--- config.mk ---
export PLATFORM = sky130hd
export DESIGN_NAME = ps2_key_event_decoder_flat
export DESIGN_NICKNAME = d
export VERILOG_FILES = /design/src/rtl/ps2_pkg.sv /design/src/rtl/ps2_key_event_decoder_if.sv /design/src/rtl/ps2_event_fifo.sv /design/src/rtl/ps2_key_event_decoder.sv /design/src/flat_wrapper.sv
export SDC_FILE = /design/constraint.sdc
export NUM_CORES = 1
export LEC_CHECK = 0
export ABC_AREA = 0
export BUFFER_PORTS_ARGS = -buffer_cell sky130_fd_sc_hd__buf_2
export CAP_MARGIN = 20
export CORE_UTILIZATION = 55
export CTS_BUF_LIST = sky130_fd_sc_hd__clkbuf_16
export DETAILED_ROUTE_END_ITERATION = 10
export PLACE_DENSITY_LB_ADDON = 0.05
export REMOVE_ABC_BUFFERS = 1
export SLEW_MARGIN = 20
export SYNTH_ARGS = -nofsm -noshare
export SYNTH_HDL_FRONTEND = slang
export SYNTH_HIERARCHICAL = 1
export SYNTH_SLANG_ARGS = --single-unit
export TNS_END_PERCENT = 30
--- constraint.sdc ---
create_clock -name clk -period 3.5 [get_ports clk]
set_input_delay 0.35 -clock clk [delete_from_list [all_inputs] [get_ports clk]]
set_output_delay 0.35 -clock clk [all_outputs]
set_load 0.05 [all_outputs]
--- src/rtl/ps2_pkg.sv ---
// Shared scancode constants, decoder state encoding and event layout for the
// PS/2 key event decoder.
package ps2_pkg;

  localparam logic [7:0] PREFIX_E0 = 8'hE0;
  localparam logic [7:0] PREFIX_F0 = 8'hF0;
  localparam logic [7:0] PREFIX_E1 = 8'hE1;
  localparam logic [7:0] BAT_OK    = 8'hAA;
  localparam logic [7:0] ACK       = 8'hFA;
  localparam logic [7:0] ECHO      = 8'hEE;
  localparam logic [7:0] RESEND    = 8'hFE;
  localparam logic [7:0] ERR_00    = 8'h00;
  localparam logic [7:0] ERR_FF    = 8'hFF;

  // Extended-sequence fake shifts the keyboard wraps around some keys
  localparam logic [7:0] FAKE_SHIFT_L = 8'h12;
  localparam logic [7:0] FAKE_SHIFT_R = 8'h59;

  localparam int EVT_W      = 10;
  localparam int PAUSE_SKIP = 7;

  localparam logic [7:0] GK_W     = 8'h1D;
  localparam logic [7:0] GK_A     = 8'h1C;
  localparam logic [7:0] GK_S     = 8'h1B;
  localparam logic [7:0] GK_D     = 8'h23;
  localparam logic [7:0] GK_UP    = 8'h75;
  localparam logic [7:0] GK_LEFT  = 8'h6B;
  localparam logic [7:0] GK_DOWN  = 8'h72;
  localparam logic [7:0] GK_RIGHT = 8'h74;

  typedef enum logic [2:0] {
    ST_IDLE,
    ST_GOT_E0,
    ST_GOT_F0,
    ST_GOT_E0F0,
    ST_SKIP_E1
  } dec_state_t;

  typedef struct packed {
    logic       ext;
    logic       rel;
    logic [7:0] code;
  } key_event_t;

  function automatic logic is_housekeeping(input logic [7:0] b);
    return (b == BAT_OK) || (b == ACK) || (b == ECHO) || (b == RESEND) ||
           (b == ERR_00) || (b == ERR_FF);
  endfunction

  function automatic logic is_prefix(input logic [7:0] b);
    return (b == PREFIX_E0) || (b == PREFIX_F0) || (b == PREFIX_E1);
  endfunction

  function automatic logic is_fake_shift(input logic [7:0] b);
    return (b == FAKE_SHIFT_L) || (b == FAKE_SHIFT_R);
  endfunction

  // One-hot bitmap position for the tracked game keys, zero for all others
  function automatic logic [7:0] game_key_mask(input logic [7:0] code, input logic ext);
    logic [7:0] m;
    m = '0;
    if (!ext) begin
      case (code)
        GK_W:    m[0] = 1'b1;
        GK_A:    m[1] = 1'b1;
        GK_S:    m[2] = 1'b1;
        GK_D:    m[3] = 1'b1;
        default: m = '0;
      endcase
    end else begin
      case (code)
        GK_UP:    m[4] = 1'b1;
        GK_LEFT:  m[5] = 1'b1;
        GK_DOWN:  m[6] = 1'b1;
        GK_RIGHT: m[7] = 1'b1;
        default:  m = '0;
      endcase
    end
    return m;
  endfunction

endpackage

--- src/rtl/ps2_key_event_decoder_if.sv ---
// Key event stream: valid/ready handshake carrying one decoded make/break event.
interface ps2_key_event_decoder_if;
  logic       evt_valid;
  logic       evt_ready;
  logic [7:0] evt_code;
  logic       evt_extended;
  logic       evt_release;

  modport master (
    output evt_valid,
    output evt_code,
    output evt_extended,
    output evt_release,
    input  evt_ready
  );

  modport slave (
    input  evt_valid,
    input  evt_code,
    input  evt_extended,
    input  evt_release,
    output evt_ready
  );
endinterface

--- src/rtl/ps2_event_fifo.sv ---
// First-word-fall-through synchronous FIFO; a push while full is accepted when
// a pop happens in the same cycle.
module ps2_event_fifo #(
  parameter int DEPTH = 8,
  parameter int WIDTH = 10
) (
  input  logic             clk,
  input  logic             reset_n,
  input  logic             push,
  input  logic [WIDTH-1:0] push_data,
  input  logic             pop,
  output logic [WIDTH-1:0] head_data,
  output logic             full,
  output logic             empty
);

  localparam int AW = $clog2(DEPTH);

  logic [WIDTH-1:0] mem [DEPTH];
  logic [AW-1:0]    wr_ptr;
  logic [AW-1:0]    rd_ptr;
  logic [AW:0]      count;
  logic             do_push;
  logic             do_pop;

  assign empty     = (count == '0);
  assign full      = (count == (AW+1)'(DEPTH));
  assign do_pop    = pop & ~empty;
  assign do_push   = push & (~full | do_pop);
  assign head_data = empty ? '0 : mem[rd_ptr];

  always_ff @(posedge clk) begin
    if (!reset_n) begin
      wr_ptr <= '0;
      rd_ptr <= '0;
      count  <= '0;
    end else begin
      if (do_push) wr_ptr <= wr_ptr + 1'b1;
      if (do_pop)  rd_ptr <= rd_ptr + 1'b1;
      case ({do_push, do_pop})
        2'b10:   count <= count + 1'b1;
        2'b01:   count <= count - 1'b1;
        default: count <= count;
      endcase
    end
  end

  always_ff @(posedge clk) begin
    if (do_push) mem[wr_ptr] <= push_data;
  end

endmodule

--- src/rtl/ps2_key_event_decoder.sv ---
// Folds PS/2 Set-2 scancode sequences into make/break key events buffered in a FIFO.
// Optional held-key bitmap output enabled by defining PS2_GAME_KEYS_EN.
module ps2_key_event_decoder
  import ps2_pkg::*;
#(
  parameter int FIFO_DEPTH     = 8,
  parameter int PREFIX_TIMEOUT = 1000000
) (
  input  logic       clk,
  input  logic       reset_n,
  input  logic [7:0] keycode_in,
  input  logic       keycode_valid_in,
  input  logic       rx_error_in,
  ps2_key_event_decoder_if.master evt,
  output logic       decode_error,
  output logic       overflow,
  input  logic       overflow_clr
`ifdef PS2_GAME_KEYS_EN
  ,
  output logic [7:0] game_keys
`endif
);

  localparam int TW = $clog2(PREFIX_TIMEOUT + 1);

  dec_state_t  state_q;
  dec_state_t  next_state;
  logic [2:0]  skip_q;
  logic [2:0]  next_skip;
  logic [TW-1:0] timer_q;
  logic        rx_err_q;
  logic        rx_rise;
  logic        abort;
  logic        push;
  key_event_t  push_evt;
  key_event_t  head_evt;
  logic        fifo_full;
  logic        fifo_empty;
  logic        drop;

  assign rx_rise = rx_error_in & ~rx_err_q;

  always_ff @(posedge clk) begin
    if (!reset_n) begin
      state_q      <= ST_IDLE;
      skip_q       <= '0;
      rx_err_q     <= 1'b0;
      decode_error <= 1'b0;
    end else begin
      state_q      <= next_state;
      skip_q       <= next_skip;
      rx_err_q     <= rx_error_in;
      decode_error <= abort;
    end
  end

  // A receiver error edge outranks a byte arriving in the same cycle
  always_comb begin
    next_state = state_q;
    next_skip  = skip_q;
    push       = 1'b0;
    push_evt   = '0;
    abort      = 1'b0;
    if ((state_q != ST_IDLE) && rx_rise) begin
      abort = 1'b1;
    end else if (keycode_valid_in) begin
      unique case (state_q)
        ST_IDLE: begin
          if (keycode_in == PREFIX_E0) begin
            next_state = ST_GOT_E0;
          end else if (keycode_in == PREFIX_F0) begin
            next_state = ST_GOT_F0;
          end else if (keycode_in == PREFIX_E1) begin
            next_state = ST_SKIP_E1;
            next_skip  = 3'(PAUSE_SKIP);
          end else if (!is_housekeeping(keycode_in)) begin
            push     = 1'b1;
            push_evt = key_event_t'{ext: 1'b0, rel: 1'b0, code: keycode_in};
          end
        end
        ST_GOT_E0: begin
          if (keycode_in == PREFIX_F0) begin
            next_state = ST_GOT_E0F0;
          end else if (is_fake_shift(keycode_in)) begin
            next_state = ST_IDLE;
          end else if (is_prefix(keycode_in)) begin
            abort = 1'b1;
          end else begin
            push       = 1'b1;
            push_evt   = key_event_t'{ext: 1'b1, rel: 1'b0, code: keycode_in};
            next_state = ST_IDLE;
          end
        end
        ST_GOT_F0: begin
          if (is_prefix(keycode_in)) begin
            abort = 1'b1;
          end else begin
            push       = 1'b1;
            push_evt   = key_event_t'{ext: 1'b0, rel: 1'b1, code: keycode_in};
            next_state = ST_IDLE;
          end
        end
        ST_GOT_E0F0: begin
          if (is_fake_shift(keycode_in)) begin
            next_state = ST_IDLE;
          end else if (is_prefix(keycode_in)) begin
            abort = 1'b1;
          end else begin
            push       = 1'b1;
            push_evt   = key_event_t'{ext: 1'b1, rel: 1'b1, code: keycode_in};
            next_state = ST_IDLE;
          end
        end
        ST_SKIP_E1: begin
          next_skip = skip_q - 1'b1;
          if (skip_q == 3'd1) begin
            push       = 1'b1;
            push_evt   = key_event_t'{ext: 1'b0, rel: 1'b0, code: PREFIX_E1};
            next_state = ST_IDLE;
          end
        end
        default: next_state = ST_IDLE;
      endcase
    end else if ((state_q != ST_IDLE) && (timer_q == TW'(PREFIX_TIMEOUT))) begin
      abort = 1'b1;
    end
    if (abort) next_state = ST_IDLE;
  end

  // Holds the number of cycles since the last accepted byte of an open sequence
  always_ff @(posedge clk) begin
    if (!reset_n || abort) begin
      timer_q <= '0;
    end else if (keycode_valid_in) begin
      timer_q <= TW'(1);
    end else if (state_q != ST_IDLE) begin
      timer_q <= timer_q + 1'b1;
    end
  end

  ps2_event_fifo #(
    .DEPTH (FIFO_DEPTH),
    .WIDTH (EVT_W)
  ) u_fifo (
    .clk       (clk),
    .reset_n   (reset_n),
    .push      (push),
    .push_data (push_evt),
    .pop       (evt.evt_ready),
    .head_data (head_evt),
    .full      (fifo_full),
    .empty     (fifo_empty)
  );

  assign evt.evt_valid    = ~fifo_empty;
  assign evt.evt_code     = head_evt.code;
  assign evt.evt_extended = head_evt.ext;
  assign evt.evt_release  = head_evt.rel;

  // A full FIFO is never empty, so ready alone means a pop frees a slot
  assign drop = push & fifo_full & ~evt.evt_ready;

  always_ff @(posedge clk) begin
    if (!reset_n) begin
      overflow <= 1'b0;
    end else if (drop) begin
      overflow <= 1'b1;
    end else if (overflow_clr) begin
      overflow <= 1'b0;
    end
  end

`ifdef PS2_GAME_KEYS_EN
  logic [7:0] gk_mask;
  assign gk_mask = game_key_mask(push_evt.code, push_evt.ext);

  always_ff @(posedge clk) begin
    if (!reset_n) begin
      game_keys <= '0;
    end else if (push) begin
      game_keys <= push_evt.rel ? (game_keys & ~gk_mask) : (game_keys | gk_mask);
    end
  end
`endif

endmodule

--- src/flat_wrapper.sv ---
// flat-port wrapper written by rule: the top's interface ports become plain ports
module ps2_key_event_decoder_flat import ps2_pkg::*;
#(
  parameter int FIFO_DEPTH     = 8,
  parameter int PREFIX_TIMEOUT = 1000000
)
  (clk, reset_n, keycode_in, keycode_valid_in, rx_error_in, decode_error, overflow, overflow_clr, evt_evt_valid, evt_evt_code, evt_evt_extended, evt_evt_release, evt_evt_ready);
  ps2_key_event_decoder_if evt_i ();
  input  logic clk;
  input  logic reset_n;
  input  logic [7:0] keycode_in;
  input  logic keycode_valid_in;
  input  logic rx_error_in;
  output logic decode_error;
  output logic overflow;
  input  logic overflow_clr;
  output wire logic [$bits(evt_i.evt_valid)-1:0] evt_evt_valid;
  output wire logic [$bits(evt_i.evt_code)-1:0] evt_evt_code;
  output wire logic [$bits(evt_i.evt_extended)-1:0] evt_evt_extended;
  output wire logic [$bits(evt_i.evt_release)-1:0] evt_evt_release;
  input wire logic [$bits(evt_i.evt_ready)-1:0] evt_evt_ready;
  assign evt_evt_valid = evt_i.evt_valid;
  assign evt_evt_code = evt_i.evt_code;
  assign evt_evt_extended = evt_i.evt_extended;
  assign evt_evt_release = evt_i.evt_release;
  assign evt_i.evt_ready = evt_evt_ready;
  ps2_key_event_decoder #(.FIFO_DEPTH(FIFO_DEPTH), .PREFIX_TIMEOUT(PREFIX_TIMEOUT)) u_core (.clk(clk), .reset_n(reset_n), .keycode_in(keycode_in), .keycode_valid_in(keycode_valid_in), .rx_error_in(rx_error_in), .evt(evt_i), .decode_error(decode_error), .overflow(overflow), .overflow_clr(overflow_clr));
endmodule
# After elaboration in Yosys (flattened, before gate mapping)

Memories as Yosys holds them, arrays and structs flattened. A register that Yosys moved wholly into a read port is not among the register bits.
Index checks and enable logic that the tools add are counted.

Memories kept: 1
Bits in read-only memories: 0
Register bits: 39
Bits in latches: 0
RAM bits: 80
Logic and storage cells: 131

Reductions and logical operators: 24
Multiplexer cells: 54
Add/subtract/negate cells: 6
Multipliers: 0
Div/mod/pow operators: 0
Shift-type cells: 0
Magnitude comparators: 0
Eq/ne operators: 24
Bitwise logic cells: 12

Memories:

| memory            | words | width | rd ports | clocked after memory_dff | write ports | line                 | text |
|---|---|---|---|---|---|---|---|
| u_core.u_fifo.mem | 8     | 10    | 1        | 1                        | 1           | ps2_event_fifo.sv:19 | `logic [WIDTH-1:0] mem [DEPTH];` |

Operators by type and width:

| operator              | number |
|---|---|
| $mux 10               | 11 |
| $eq 8x8->1 const B    | 8 |
| $pmux 10 s5           | 1 |
| $mux 3                | 12 |
| $mux 1                | 22 |
| $add 20x1->20 const B | 1 |
| $eq 20x20->1 const B  | 1 |
| $mux 8                | 2 |
| $pmux 3 s5            | 1 |
| $logic_or 1x1->1      | 9 |
| $mux 9                | 1 |
| $eq 8x5->1 const B    | 1 |
| $eq 8x7->1 const B    | 1 |
| $logic_not 8->1       | 1 |
| $pmux 4 s2            | 1 |
| $reduce_bool 2->1     | 4 |
| $add 3x1->3 const B   | 2 |
| $eq 3x1->1 const B    | 2 |
| $eq 3x2->1 const B    | 2 |
| $not 1->1             | 6 |
| $pmux 3 s2            | 1 |
| $reduce_and 6->1      | 1 |
| $and 1x1->1           | 5 |
| $pmux 1 s5            | 1 |
| other kinds (19)      | 23 |

# Logic depth before layout (Yosys ltp)

Gate-level depths: netlist of the first run.

Word-level depth: 16
Depth in mapped cells: 15
Mapped depth without buffers: 13

# Cells and area by module

Netlist of the first run, hierarchy kept.

By module, submodules not included:

| module                | area an instance (µm²) | cells an instance | instances |
|---|---|---|---|
| ps2_event_fifo        | 3,769.9                | 208               | 1 |
| ps2_key_event_decoder | 1,783.0                | 214               | 1 |

# Worst setup path after synthesis of the first run

Ideal clock, no wire load.

Kind: input-to-reg
Start: input port keycode_in[6]
End: register u_core.u_fifo.count[3]
Stages: 14
Data arrival time: 2.953 ns
Path slack: 0.432 ns
Required time: 3.385 ns
Buffers on the path: 2
Cells stage by stage: clkbuf_2 -> nor4b_2 -> o211ai_1 -> and4_4 -> or3_2 -> buf_2 -> inv_1 -> nand2b_1 -> inv_1 -> ha_1 -> a21oi_1 -> nand4_1 -> a32o_1 -> o21a_1

Word-level cells in the longest chain between the ends: 16

Ends and longest elaborated chain:

| what                                                   | line                        | text |
|---|---|---|
| start, declared                                        | flat_wrapper.sv:11          | `input logic [7:0] keycode_in;` |
| $eq 8x8->1                                             | ps2_pkg.sv:46               | `return (b == BAT_OK) \|\| (b == ACK) \|\| (b == ECHO) \|\| (b == RESEND) \|\|` |
| $logic_or 1x1->1 (4 in series)                         | ps2_pkg.sv:46               |  |
| $logic_or 1x1->1                                       | ps2_pkg.sv:47               | `(b == ERR_00) \|\| (b == ERR_FF);` |
| $mux 1                                                 | ps2_key_event_decoder.sv:76 | `end else if (!is_housekeeping(keycode_in)) begin` |
| $mux 1                                                 | ps2_key_event_decoder.sv:73 | `end else if (keycode_in == PREFIX_E1) begin` |
| $mux 1                                                 | ps2_key_event_decoder.sv:71 | `end else if (keycode_in == PREFIX_F0) begin` |
| $mux 1                                                 | ps2_key_event_decoder.sv:69 | `if (keycode_in == PREFIX_E0) begin` |
| $pmux 1 s5 *                                           | ps2_key_event_decoder.sv:67 | `unique case (state_q)` |
| $mux 1 *                                               | ps2_key_event_decoder.sv:66 | `end else if (keycode_valid_in) begin` |
| $mux 1 *                                               | ps2_key_event_decoder.sv:64 | `if ((state_q != ST_IDLE) && rx_rise) begin` |
| via u_core.push                                        | ps2_key_event_decoder.sv:34 | `logic push;` |
| $and 1x1->1 *                                          | ps2_event_fifo.sv:29        | `assign do_push = push & (~full \| do_pop);` |
| $eq 2x1->1 / $eq 2x2->1 (equally long branches)        | ps2_event_fifo.sv:40        | `case ({do_push, do_pop})` |
| $pmux 4 s2 / $reduce_bool 2->1 (equally long branches) | --                          |  |
| end signal, assigned                                   | ps2_event_fifo.sv:41        | `2'b10: count <= count + 1'b1;` |
| end signal, assigned                                   | ps2_event_fifo.sv:42        | `2'b01: count <= count - 1'b1;` |
| end signal, assigned                                   | ps2_event_fifo.sv:43        | `default: count <= count;` |
| end, declared                                          | ps2_event_fifo.sv:22        | `logic [AW:0] count;` |

Mark *: on every way through the listed nets, which the timed path passes. The rest lies on a longest branch.
A chain may end at the register's enable or synchronous reset.

# Worst setup path after layout of the first run

Start: register u_core.state_q[0]
End: register u_core.u_fifo.count[3]

Word-level cells in the longest chain between the ends: 7

Ends and longest elaborated chain:

| what                                                   | line                        | text |
|---|---|---|
| start, declared                                        | ps2_key_event_decoder.sv:26 | `dec_state_t state_q;` |
| start signal, assigned                                 | ps2_key_event_decoder.sv:50 | `state_q <= next_state;` |
| $eq 3x3->1, or another cell as far along               | ps2_key_event_decoder.sv:67 |  |
| $pmux 1 s5                                             | ps2_key_event_decoder.sv:67 |  |
| $mux 1                                                 | ps2_key_event_decoder.sv:66 |  |
| $mux 1 *                                               | ps2_key_event_decoder.sv:64 |  |
| via u_core.push                                        | ps2_key_event_decoder.sv:34 |  |
| $and 1x1->1 *                                          | ps2_event_fifo.sv:29        |  |
| $eq 2x1->1 / $eq 2x2->1 (equally long branches)        | ps2_event_fifo.sv:40        |  |
| $pmux 4 s2 / $reduce_bool 2->1 (equally long branches) | --                          |  |

Marks and branches as above.

==> reports/results.ini, run 1 <==
[status]
status = finished clean

[timing]
min_period_ns = 3.212
tightestPinTransition_ns = 0.8045
relSlewSlack_pct = 46.21
hold_viol_final = 0
tns_ns = 0
report.final.slew_viol_count = 0
finClkSkew_ns = 0.009413
fin_crit_sh_pct = 91.76
finalSetupViolations = 0
max_freq_mhz = 311.4
postLayoutSetupSlackWorst_ns = 0.2882
rsz0062_at_grt = false

[critical_path]
cp_slowest_stage_delay_ns = 0.52
startpoint_type = register
worstPathRequired_ns = 3.80
cp_max_fo = 9
crit_type = reg -> reg
cp.arrival_ns = 3.52
slowest_stage = dfxtp_1
crit_top_cell = inv_1
crit_path_cell_trace = nor2_4 -> maj3_1 -> nand3_1 -> nor2_1 -> or3_2 -> inv_1 -> nand2b_1 -> inv_1 -> ha_1 -> a21oi_1 -> nand4_1 -> a32o_1 -> o21a_1
cp-end-kind = register

[floorplan]
rows = 36
floorplan.die.height_um = 102.5
initial_core_util_pct = 56.81
design.portCount = 27
fp.coreArea_mm2 = 0.009774
die_area_mm2 = 0.01050
die_w_um = 102.5

[power]
swShare_pct = 30.87
ir_worst_vdd_mv = 0.4055
p_leak_nw = 2.289
power_frac_seq_pct = 37.2
p_clk_share_pct = 37.1
switchingPower_w = 0.001402
powerDensity_mw_per_mm2 = 702.6
p_comb_share_pct = 25.7
totalPowerFinal_w = 0.004540
cell_internal_pwr_w = 0.003139

[layout]
drive_gt1_share_pct = 22.55
multi_input_area_mm2 = 0.002190
areaGrowthSynthToFinish_pct = 16.38
design_area_mm2 = 0.006462
final_cell_mix = 80 x edfxtp_1, 54 x nor2_1, 42 x dfxtp_1
layout_commonest_cell = edfxtp_1
antenna_cells = 0
fin_util_pct = 66.12
seqCellArea_mm2 = 0.003243
nNetsFinal = 489
n_fill_cell = 762

[clocking]
clk_latency_ns = 0.41
root_buffer = clkbuf_16
clock-sinks = 122
postCtsResizedCells = 0
cts_setup_buffers = 0
h-tree-depth = 4
clk_pin_slew_ns = 0.06
clockBufferDepth = 2
cts_tree = done
cts_hold_buf = 0
numCtsBuffers = 17

[placement]
place_ws_ns = 0.2143
portBuffers = 26
place_congestion = 0.8479
dp_hpwl_um = 7170
placed_area_mm2 = 0.005891

[drt]
wire_per_inst_um = 18.13
wl_met2_um = 5550
drc = 0
initialDrtViolationCount = 181
routed_wl_um = 11090
dr.pass1.iters = 4
wl_met1_um = 5044
wl_met3_um = 353
routed_via_density = 5.722
highest_layer = met4
num_vias = 3502
antenna_left = 0

[synth]
ys.flop_type = edfxtp_1
ys_seq_area_share_pct = 58.40
yosys_register_bits = 122
async_flop_share_pct = 0
synth_cells = 422
syn-cell-area_mm2 = 0.005553
yosysWarnings = 6
ys_types = 70
synth_edf_count = 80
avgSynthCellArea_um2 = 13.16

[grt]
grt_max_degree = 21
grt_pass1_wl_um = 18210
grt_pass1_vias = 3452
antenna_found_initial = 0
grt_overflow = 0
grt_usage_pct = 23.96

[worst_hold_path]
hold_path_class = in -> reg

[run]
cap_violations = 0

metal layers:
layer	global-route usage, %	vias up
li1	-	1690
met1	30.98	1732
met2	39.49	66
met3	5.540	14
met4	8.791	0
met5	0	-
state kept, by name, summed over array words and instances, names as in the netlist, named ones only:
register	count
u_core/decode_error	1
u_core/overflow	1
u_core/rx_err_q	1
u_core/skip_q	3
u_core/state_q	3
u_core/timer_q	20
u_core/u_fifo/count	4
u_core/u_fifo/mem	80
u_core/u_fifo/rd_ptr	3
u_core/u_fifo/wr_ptr	3
cell usage after synthesis, types with 4 or more instances:
library cell | count | area [um^2]
nand2b_1 | 7 | 43.79
edfxtp_1 | 80 | 2402
nor2_1 | 54 | 202.7
buf_2 | 6 | 30.03
mux4_2 | 20 | 450.4
a21oi_1 | 8 | 40.04
xnor2_1 | 16 | 140.1
nor2b_1 | 4 | 25.02
nand4_1 | 8 | 50.05
and2_1 | 7 | 43.79
clkbuf_1 | 5 | 18.77
dfxtp_1 | 42 | 840.8
o21ai_0 | 5 | 25.02
ha_1 | 8 | 100.1
xor2_1 | 10 | 87.58
inv_1 | 15 | 56.30
nor4_1 | 6 | 37.54
mux2i_1 | 13 | 130.1
nand2_1 | 15 | 56.30
nor3_1 | 11 | 55.05
a21o_1 | 4 | 30.03
nand3_1 | 11 | 55.05
through the flow:
step	cells	hold slack (ns)
floorplan	407	0.4584
detailed placement	580	0.4908
finish	612	0.1740
CTS	612	0.1611
global placement	580	0.4720
global route	612	0.1897
power by group through the flow:
stage                     sequential [W]  combinational [W]  clock (W)
after detailed placement         0.00172            0.00118          0
after global placement           0.00171            0.00117          0
final                            0.00169            0.00117    0.00168
after floorplan                  0.00176           0.000836          0
after global routing             0.00170            0.00127    0.00178
after CTS                        0.00169            0.00119    0.00171
cell type report:
type	count	area share [%]
Multi-Input combinational cell	270	33.88
Clock inverter	15	2.265
Inverter	15	0.8712
Clock buffer	17	6.583
Sequential cell	122	50.18
Timing Repair Buffer	40	3.640
Tap cell	133	2.575
cell families (layout without fill, tap and decap cells):
family / Yosys count / count (layout) / share of synthesized area, %
buf+inv: 30 / 87 / 2.388
xor+xnor: 26 / 26 / 4.101
flops: 122 / 122 / 58.40
mux: 33 / 33 / 10.46
fa+ha+maj: 10 / 10 / 2.343
compound gates: 46 / 46 / 6.557
simple gates: 155 / 155 / 15.75
critical path, delay by kind of cell, from the launching register on:
family          cells  cell delay (ns)
simple gates        6             1.02
compound gates      3             0.72
fa+ha+maj           2             0.63
flops               1             0.52
buf+inv             2             0.23
final timing paths:
kind,startpoint,to,slack [ns],depth (start not counted)
worst min register to register,u_core/skip_q[0]$_SDFFE_PN0P_,u_core/skip_q[0]$_SDFFE_PN0P_,0.49,2
worst max register to register,u_core/state_q[0]$_SDFFE_PP0P_,u_core/u_fifo/count[3]$_SDFFE_PN0P_,0.29,13
worst min-delay path,rx_error_in,u_core/rx_err_q$_SDFF_PN0_,0.17,2
worst max-delay path,u_core/state_q[0]$_SDFFE_PP0P_,u_core/u_fifo/count[3]$_SDFFE_PN0P_,0.29,13
Power figures use the tool's default switching activity.
==> run 2, diff against run 1 <==
- MAX_ROUTING_LAYER: not set -> met4
==> run 2 against run 1 <==
Net effect: critical path depth unchanged; routed wire length down 0.96%; clock power up 4%; maximum frequency down 1.2%; global-route usage up 0.37 points.
==> reports/results.ini, run 2 (same netlist as run 1, synthesis figures left out) <==
[timing]
hold_slack_ns = 0.1863  ; +0.01227 ns
finClkSkew_ns = 0.009498  ; +0.00008432 ns
relSlewSlack_pct = 45.47  ; -0.74 points
tightestPinTransition_ns = 0.8156  ; +0.01110 ns
postLayoutSetupSlackWorst_ns = 0.2482  ; -0.03999 ns
report.final.slew_viol_count = 0  ; unchanged
hold_viol_final = 0  ; unchanged
tns_ns = 0  ; unchanged
max_freq_mhz = 307.5  ; -1.2%
finalSetupViolations = 0  ; unchanged
fin_crit_sh_pct = 92.91  ; +1.1 points
min_period_ns = 3.252  ; +0.03999 ns
rsz0062_at_grt = false

[critical_path]
cp_slowest_stage_delay_ns = 0.54  ; +0.02 ns
crit_type = reg -> reg
cp.arrival_ns = 3.55  ; +0.03 ns
slowest_stage = dfxtp_1
worstPathRequired_ns = 3.80  ; about the same
startpoint_type = register
crit_path_cell_trace = nor2_4 -> maj3_1 -> nand3_1 -> nor2_1 -> or3_2 -> inv_1 -> nand2b_1 -> inv_1 -> ha_1 -> a21oi_1 -> nand4_1 -> a32o_1 -> o21a_1
cp_max_fo = 9  ; unchanged
reg2reg_from = u_core/state_q[0]$_SDFFE_PP0P_
crit_path_start = u_core/state_q[0]$_SDFFE_PP0P_
crit_top_cell = inv_1
cp-end-kind = register

[clocking]
h-tree-depth = 4  ; unchanged
clk_pin_slew_ns = 0.05  ; about the same
cts_hold_buf = 0  ; unchanged
cts_tree = done
clockBufferDepth = 2  ; unchanged
postCtsResizedCells = 0  ; unchanged
numCtsBuffers = 17  ; unchanged
clk_latency_ns = 0.40  ; about the same
root_buffer = clkbuf_16
cts_setup_buffers = 0  ; unchanged
clock-sinks = 122  ; unchanged

[grt]
grt_pass1_wl_um = 17840  ; -2.0%
grt_pass1_vias = 3433  ; -0.55%
grt_usage_pct = 24.33  ; +0.37 points
grt_overflow = 0  ; unchanged
grt_max_degree = 21  ; unchanged
antenna_found_initial = 0  ; unchanged

[layout]
areaGrowthSynthToFinish_pct = 16.76
design_area_mm2 = 0.006484  ; +0.33%
nNetsFinal = 489  ; unchanged
antenna_cells = 0  ; unchanged
layout_commonest_cell = edfxtp_1
regMostFlops = u_core/u_fifo/mem
final_cells = 612  ; unchanged
final_cell_mix = 80 x edfxtp_1, 54 x nor2_1, 42 x dfxtp_1
drive_gt1_share_pct = 22.34  ; -0.21 points
largest_reg_flops = 80  ; unchanged
top_regs = u_core/u_fifo/mem: 80 flops, u_core/timer_q: 20 flops, u_core/u_fifo/count: 4 flops

[worst_hold_path]
hold_start = rx_error_in
hold_path_class = in -> reg

[drt]
routed_via_density = 5.694  ; -0.49%
drc = 0  ; unchanged
dr.pass1.iters = 4  ; unchanged
routed_wl_um = 10990  ; -0.96%
wire_per_inst_um = 17.95  ; -0.96%
initialDrtViolationCount = 150  ; -17%
antenna_left = 0  ; unchanged
num_vias = 3485  ; -0.49%

[floorplan]
initial_core_util_pct = 56.81  ; unchanged
design.portCount = 27  ; unchanged
floorplan.die.height_um = 102.5  ; unchanged
die_area_mm2 = 0.01050  ; unchanged
rows = 36  ; unchanged
die_w_um = 102.5  ; unchanged
fp.coreArea_mm2 = 0.009774  ; unchanged

[placement]
place_congestion = 0.8462  ; -0.20%
portBuffers = 26  ; unchanged
placed_area_mm2 = 0.005891  ; unchanged
dp_hpwl_um = 7109  ; -0.86%
place_ws_ns = 0.1818  ; -0.03249 ns
placed_cells = 580  ; unchanged

[run]
cap_violations = 0  ; unchanged

[power]
p_leak_nw = 2.300  ; +0.51%
ir_worst_vdd_mv = 0.4358  ; +7.5%
powerDensity_mw_per_mm2 = 709.7  ; +1.0%

[status]
status = finished clean

-- run 2: per-layer routing --
metal  track usage [%]  share of wire, %  vias up
met1             29.88                45     1730
li1                  -                 -     1678
met5                 -                 0        -
met3             6.224               4.0       10
met4             7.253              0.96        0
met2             39.64                50       67
-- run 2: per-stage QoR --
stage	total power [W]	utilization, %
2_1_floorplan	0.002593	-
3_3_place_gp	0.002882	60.27
3_5_place_dp	0.002897	60.27
4_1_cts	0.004645	66.33
5_1_grt	0.004802	66.33
6_report	0.004602	66.33
-- run 2: worst max-delay path, delay by kind of cell, from the launching register on --
kind	cells	cell delay [ns]
flip-flops	1	0.54
AO/OA/AOI/OAI	3	0.71
AND/OR/NAND/NOR	6	1.02
buffers and inverters	2	0.25
adder cells (fa/ha/maj)	2	0.64
-- run 2: cell type report --
class,count,area [um^2]
flip-flops and latches,122,3243
inverters,15,56.30
clock inverters,15,167.7
fillers,753,3291
well taps,133,166.4
multi-input cells,270,2190
clock buffers,17,425.4
repair buffers,40,235.2
-- run 2: report_power, final --
group	switching (W)	internal, W	total [W]
sequential	0.0000685	0.00162	0.00169
clock	0.000574	0.00117	0.00174
combinational	0.000750	0.000425	0.00117
total	0.00139	0.00321	0.00460
-- run 2: final timing paths --
kind,end,slack (ns),cells past startpoint
worst min-delay path,u_core/rx_err_q$_SDFF_PN0_,0.19,2
worst min register to register,u_core/skip_q[0]$_SDFFE_PN0P_,0.48,2
worst max register to register,u_core/u_fifo/count[3]$_SDFFE_PN0P_,0.25,13
worst max-delay path,u_core/u_fifo/count[3]$_SDFFE_PN0P_,0.25,13
